<file path="config.mk">
export PLATFORM = sky130hd
export DESIGN_NAME = sensor_scan_sched
export DESIGN_NICKNAME = d
export VERILOG_FILES = /design/src/rtl/sensor_pkg.sv /design/src/rtl/sensor_scan_sched.sv
export SDC_FILE = /design/constraint.sdc
export NUM_CORES = 1
export LEC_CHECK = 0
export CORE_ASPECT_RATIO = 1.25
export CORE_UTILIZATION = 45
export CTS_CLUSTER_SIZE = 10
export DETAILED_ROUTE_END_ITERATION = 16
export PLACE_DENSITY = 0.78
export REMOVE_ABC_BUFFERS = 1
export SYNTH_ARGS = -nofsm -noshare
export SYNTH_HDL_FRONTEND = slang
export SYNTH_SLANG_ARGS = --single-unit
export TNS_END_PERCENT = 100
</file>
<file path="constraint.sdc">
create_clock -name clk -period 2.3 [get_ports clk]
set_input_delay 0.23 -clock clk [delete_from_list [all_inputs] [get_ports clk]]
set_output_delay 0.23 -clock clk [all_outputs]
set_load 0.01 [all_outputs]
</file>
<file path="src/rtl/sensor_pkg.sv">
// Shared types and constants for the sensor scan scheduler.
// State encoding, slot-to-channel map and SPI command word builder.
package sensor_pkg;

  typedef enum logic [1:0] {
    IDLE,
    CMD,
    DEAD,
    READ
  } state_t;

  localparam logic [2:0] CH_LFT   = 3'd0;
  localparam logic [2:0] CH_RGHT  = 3'd4;
  localparam logic [2:0] CH_STEER = 3'd5;
  localparam logic [2:0] CH_BATT  = 3'd6;

  function automatic logic [2:0] slot_ch(
    input logic [1:0] s
  );
    logic [2:0] c;
    unique case (s)
      2'd0: c = CH_LFT;
      2'd1: c = CH_RGHT;
      2'd2: c = CH_STEER;
      default: c = CH_BATT;
    endcase
    return c;
  endfunction

  function automatic logic [15:0] cmd_word(
    input logic [2:0] ch
  );
    return {2'b00, ch, 11'h000};
  endfunction

endpackage

</file>
<file path="src/rtl/sensor_scan_sched.sv">
// Round-robin A2D scan scheduler driving a shared SPI monarch.
// Ports: clk/rst_n, nxt/en_mask request, wrt/wt_data/done/rd_data SPI,
// four 12-bit results, busy, cnv_done/cnv_slot completion strobe.
module sensor_scan_sched
  import sensor_pkg::*;
#(
  parameter int DEAD_CYC = 1
) (
  input  logic        clk,
  input  logic        rst_n,
  input  logic        nxt,
  input  logic [3:0]  en_mask,
  output logic        wrt,
  output logic [15:0] wt_data,
  input  logic        done,
  input  logic [15:0] rd_data,
  output logic [11:0] lft_ld,
  output logic [11:0] rght_ld,
  output logic [11:0] steer_pot,
  output logic [11:0] batt,
  output logic        busy,
  output logic        cnv_done,
  output logic [1:0]  cnv_slot
);

  state_t            state_q, state_d;
  logic [1:0]        ptr_q, ptr_d;
  logic [1:0]        sel_q, sel_d;
  logic [3:0]        cnt_q, cnt_d;
  logic              wrt_q, wrt_d;
  logic [15:0]       wt_data_q, wt_data_d;
  logic              cnv_done_q, cnv_done_d;
  logic [1:0]        cnv_slot_q, cnv_slot_d;
  logic [3:0][11:0]  res_q, res_d;

  logic [1:0] pick;
  logic [1:0] cand;
  logic       start;

  // Upper receive bits carry no result data.
  logic unused_rd;
  assign unused_rd = &{1'b0, rd_data[15:12]};

  assign start = nxt && (en_mask != 4'h0);

  // Walk down from the farthest offset so the nearest enabled
  // slot at or after ptr is the last (winning) assignment.
  always_comb begin
    pick = ptr_q;
    cand = ptr_q;
    for (int i = 3; i >= 0; i--) begin
      cand = ptr_q + 2'(i);
      if (en_mask[cand]) pick = cand;
    end
  end

  always_ff @(posedge clk or negedge rst_n) begin
    if (!rst_n) begin
      state_q    <= IDLE;
      ptr_q      <= 2'd0;
      sel_q      <= 2'd0;
      cnt_q      <= 4'd0;
      wrt_q      <= 1'b0;
      wt_data_q  <= 16'h0000;
      cnv_done_q <= 1'b0;
      cnv_slot_q <= 2'd0;
      res_q      <= '0;
    end else begin
      state_q    <= state_d;
      ptr_q      <= ptr_d;
      sel_q      <= sel_d;
      cnt_q      <= cnt_d;
      wrt_q      <= wrt_d;
      wt_data_q  <= wt_data_d;
      cnv_done_q <= cnv_done_d;
      cnv_slot_q <= cnv_slot_d;
      res_q      <= res_d;
    end
  end

  always_comb begin
    state_d = state_q;
    unique case (state_q)
      IDLE: if (start) state_d = CMD;
      CMD:  if (done) state_d = DEAD;
      DEAD: if (cnt_q == 4'd0) state_d = READ;
      READ: if (done) state_d = IDLE;
      default: state_d = IDLE;
    endcase
  end

  always_comb begin
    ptr_d      = ptr_q;
    sel_d      = sel_q;
    cnt_d      = cnt_q;
    wrt_d      = 1'b0;
    wt_data_d  = wt_data_q;
    cnv_done_d = 1'b0;
    cnv_slot_d = cnv_slot_q;
    res_d      = res_q;
    unique case (state_q)
      IDLE: begin
        if (start) begin
          wrt_d     = 1'b1;
          wt_data_d = cmd_word(slot_ch(pick));
          sel_d     = pick;
        end
      end
      CMD: begin
        if (done) cnt_d = 4'(DEAD_CYC - 1);
      end
      DEAD: begin
        if (cnt_q != 4'd0) begin
          cnt_d = cnt_q - 4'd1;
        end else begin
          wrt_d     = 1'b1;
          wt_data_d = 16'h0000;
        end
      end
      READ: begin
        if (done) begin
          res_d[sel_q] = rd_data[11:0];
          cnv_done_d   = 1'b1;
          cnv_slot_d   = sel_q;
          ptr_d        = sel_q + 2'd1;
        end
      end
      default: ;
    endcase
  end

  assign busy      = (state_q != IDLE);
  assign wrt       = wrt_q;
  assign wt_data   = wt_data_q;
  assign cnv_done  = cnv_done_q;
  assign cnv_slot  = cnv_slot_q;
  assign lft_ld    = res_q[0];
  assign rght_ld   = res_q[1];
  assign steer_pot = res_q[2];
  assign batt      = res_q[3];

endmodule

</file>
==> impl_metrics.yaml <==
cts:
  cts-root-buf: "clkbuf_8"
  clk_pin_slew_ns: 0.07
  cts_resized: 0
  ctsHoldBuffers: 1
  cts_setup_buffers: 0
  cts_buffer_depth: 2
  htreeDepth: 3
  clock_latency_ns: 0.33
  clock-sinks: 65
  cts_buffers: 9
  cts_tree: "done"
synth:
  postSynthAreaPerCell_sq_um: 13.33
  postSynth.asyncResetShare: 1.000
  netlist.area_leader.share: 0.5599
  yosysWarnings: 0
  ys_ff_latch: 65
  ys_types: 32
  netlist_area_sq_um: 2905
  synth_edf_count: 0
  syn_inst: 218
  yosysTopAreaCell: "dfrtp_1"
  synth_commonest_cells: "dfrtp_1, mux2_2, buf_4, ha_1, nand2_1"
  yosysSeqAreaShare: 0.5599
  synth_top_flop_cell: "dfrtp_1"
  synth_area_leaders: "dfrtp_1, mux2_2, ha_1"
  synth_most_common_cell: "dfrtp_1"
route:
  ant_nets: 0
  vias_per_cell: 4.921
  drcViolationCount: 0
  drt_iter0_drc: 88
  via_count: 1939
  routed_wl_mm: 5.486
  wl_per_cell_um: 13.92
  drtPass1Iterations: 4
power:
  switching_share: 0.3181
  power.leakage_nw: 1.795
  p_per_area_nw_per_um2: 1364
  seq_power_share: 0.373
  vdd_drop_max_mv: 0.7393
  cellInternalPower_mw: 3.673
  p_sw_mw: 1.714
  comb_power_share: 0.454
  clkPwrFrac: 0.173
cells_and_area:
  areaGrowthSynthToFinish_pct: 35.96
  antenna_cells: 0
  drive_above_1_share: 0.2557
  fillers: 494
  fin_nets: 339
timing:
  rsz0062_at_grt: "false"
  slew_violations: 0
  worstMarginPinSlew_ns: 0.5852
  fin_ws_ns: 0.3647
  setup_violations: 0
  fin_skew_ns: 0.009482
  hold_viol: 0
  fin_hold_ws_ns: 0.3807
  setup_tns_ns: 0
  timing.fmax_mhz: 516.7
  slew_headroom: 0.6089
  finalCritPeriodShare: 0.8414
  min_period_ns: 1.935
floorplan:
  die_area_sq_um: 6783
  die_w_um: 73.87
  die_h_um: 91.84
  core_sq_um: 6206
  boundaryPins: 93
  initial_core_util: 0.4681
  fp-row-count: 32
worst_setup_path:
  crit_type: "register to primary output"
  crit_arrival_ns: 1.71
  crit_fanout: 4
  worst_path_max_delay_cell: "clkdlybuf4s50_1"
  cp_cell_sequence: "inv_1, ha_1, inv_1, clkdlybuf4s50_1"
  worst_r2r_path_depth: 5
  critPathMaxStageDelay_ns: 0.55
  end_kind: "primary output"
  cp_data_required_time_ns: 2.07
  critPathLaunchType: "register"
  rrSetupSlack_ns: 0.41
  r2r_end: "state_q[1]$_DFFE_PN0P_"
  worstReg2RegStart: "cnt_q[0]$_DFFE_PN0P_"
  crit_top_cell: "inv_1"
global_routing:
  grt_overflow: 0
  grt_pass1_wl_mm: 9.108
  gr-usage-all-layers: 0.1809
  antenna_found_initial: 0
  first_global_vias: 1935
  grt_max_degree: 32
placement:
  io_buffers: 75
  dp_hpwl_mm: 4.015
  gp_congestion: 0.7234
  dpl_worst_slack_ns: 0.3079
min_path:
  hold_path.class: "input port to asynchronous set/reset pin"
run:
  drv_cap: 0
status:
  status: "complete, no violations"
## worst max-delay path by stage
stage                     slack (ns)              startpoint                 endpoint  depth (start not counted)
after floorplan                 0.54    cnt_q[0]$_DFFE_PN0P_   state_q[1]$_DFFE_PN0P_                          5
after CTS                       0.33  state_q[1]$_DFFE_PN0P_                     busy                          4
after global routing            0.24  state_q[1]$_DFFE_PN0P_                     busy                          4
after detailed placement        0.31              en_mask[1]  wt_data[13]$_DFFE_PN0P_                          5
after global placement          0.29              en_mask[1]  wt_data[13]$_DFFE_PN0P_                          5
final                           0.36  state_q[1]$_DFFE_PN0P_                     busy                          4
## cell families (layout without fill, tap and decap cells)
kind of cell	after synthesis	after routing	synth area share
buf+inv	27	106	0.05426
fa+ha+maj	11	11	0.04737
other cells	1	13	0.001291
simple gates	36	36	0.06417
mux	54	54	0.2089
compound gates	24	24	0.06417
flops	65	65	0.5599
## state kept, by name (all words and copies together), names as in the netlist, 3 cells and up
register	count
steer_pot	12
cnt_q	4
wt_data	3
rght_ld	12
batt	12
lft_ld	12
## power groups by stage
stage	sequential (mW)	combinational, mW	clock (mW)
after global placement	2.01	2.41	0
final	2.01	2.45	0.932
after global routing	2.08	2.67	1.01
after CTS	2.02	2.47	0.961
after floorplan	2.20	1.02	0
after detailed placement	2.03	2.47	0
## stage by stage
stage | cells | cell area, sq um | util | total power [mW]
after global placement | 377 | 3745 | 0.6034 | 4.419
after floorplan | 211 | 2823 | - | 3.219
after CTS | 394 | 3950 | 0.6365 | 5.452
final | 394 | 3950 | 0.6365 | 5.387
after global routing | 394 | 3950 | 0.6365 | 5.764
after detailed placement | 377 | 3745 | 0.6034 | 4.501
## layer usage
metal | vias up | track usage | part of all wire
met4 | 0 | 0.05769 | 0.011
met3 | 7 | 0.05824 | 0.042
met2 | 56 | 0.2928 | 0.50
met1 | 963 | 0.2271 | 0.44
met5 | - | 0 | 0
li1 | 913 | - | -
## worst max-delay path: cells and delay by family (launching register included)
kind	cells	cell delay, ns
adders and majority gates	1	0.21
buffers and inverters	3	0.77
DFF	1	0.40
## placed cells by master (no fill, tap or decap), types with 2 or more instances in the layout
cell type / netlist / layout
nand2b_1: 4 / 4
mux2_2: 53 / 53
inv_1: 8 / 8
buf_4: 13 / 4
a32o_1: 2 / 2
nor2b_1: 2 / 2
clkinv_2: 0 / 3
dfrtp_1: 65 / 65
nand2_1: 10 / 10
a21oi_1: 4 / 4
nor3_1: 3 / 3
nor2_1: 8 / 8
conb_1: 1 / 13
a22o_1: 4 / 4
buf_12: 0 / 2
o21ai_0: 7 / 7
ha_1: 11 / 11
nor3b_1: 2 / 2
clkbuf_8: 0 / 9
clkdlybuf4s50_1: 0 / 74
clkinv_4: 0 / 3
## layout make-up
cell class | instances | area (sq um) | share of cell area
repair buffers | 82 | 825.8 | 0.2091
clock buffers | 9 | 123.9 | 0.03136
flip-flops and latches | 65 | 1627 | 0.4118
clock inverters | 7 | 71.32 | 0.01806
well taps | 85 | 106.4 | 0.02692
inverters | 8 | 30.03 | 0.007602
multi-input cells | 138 | 1166 | 0.2952
Note: power is estimated with default switching activity, not from simulation.
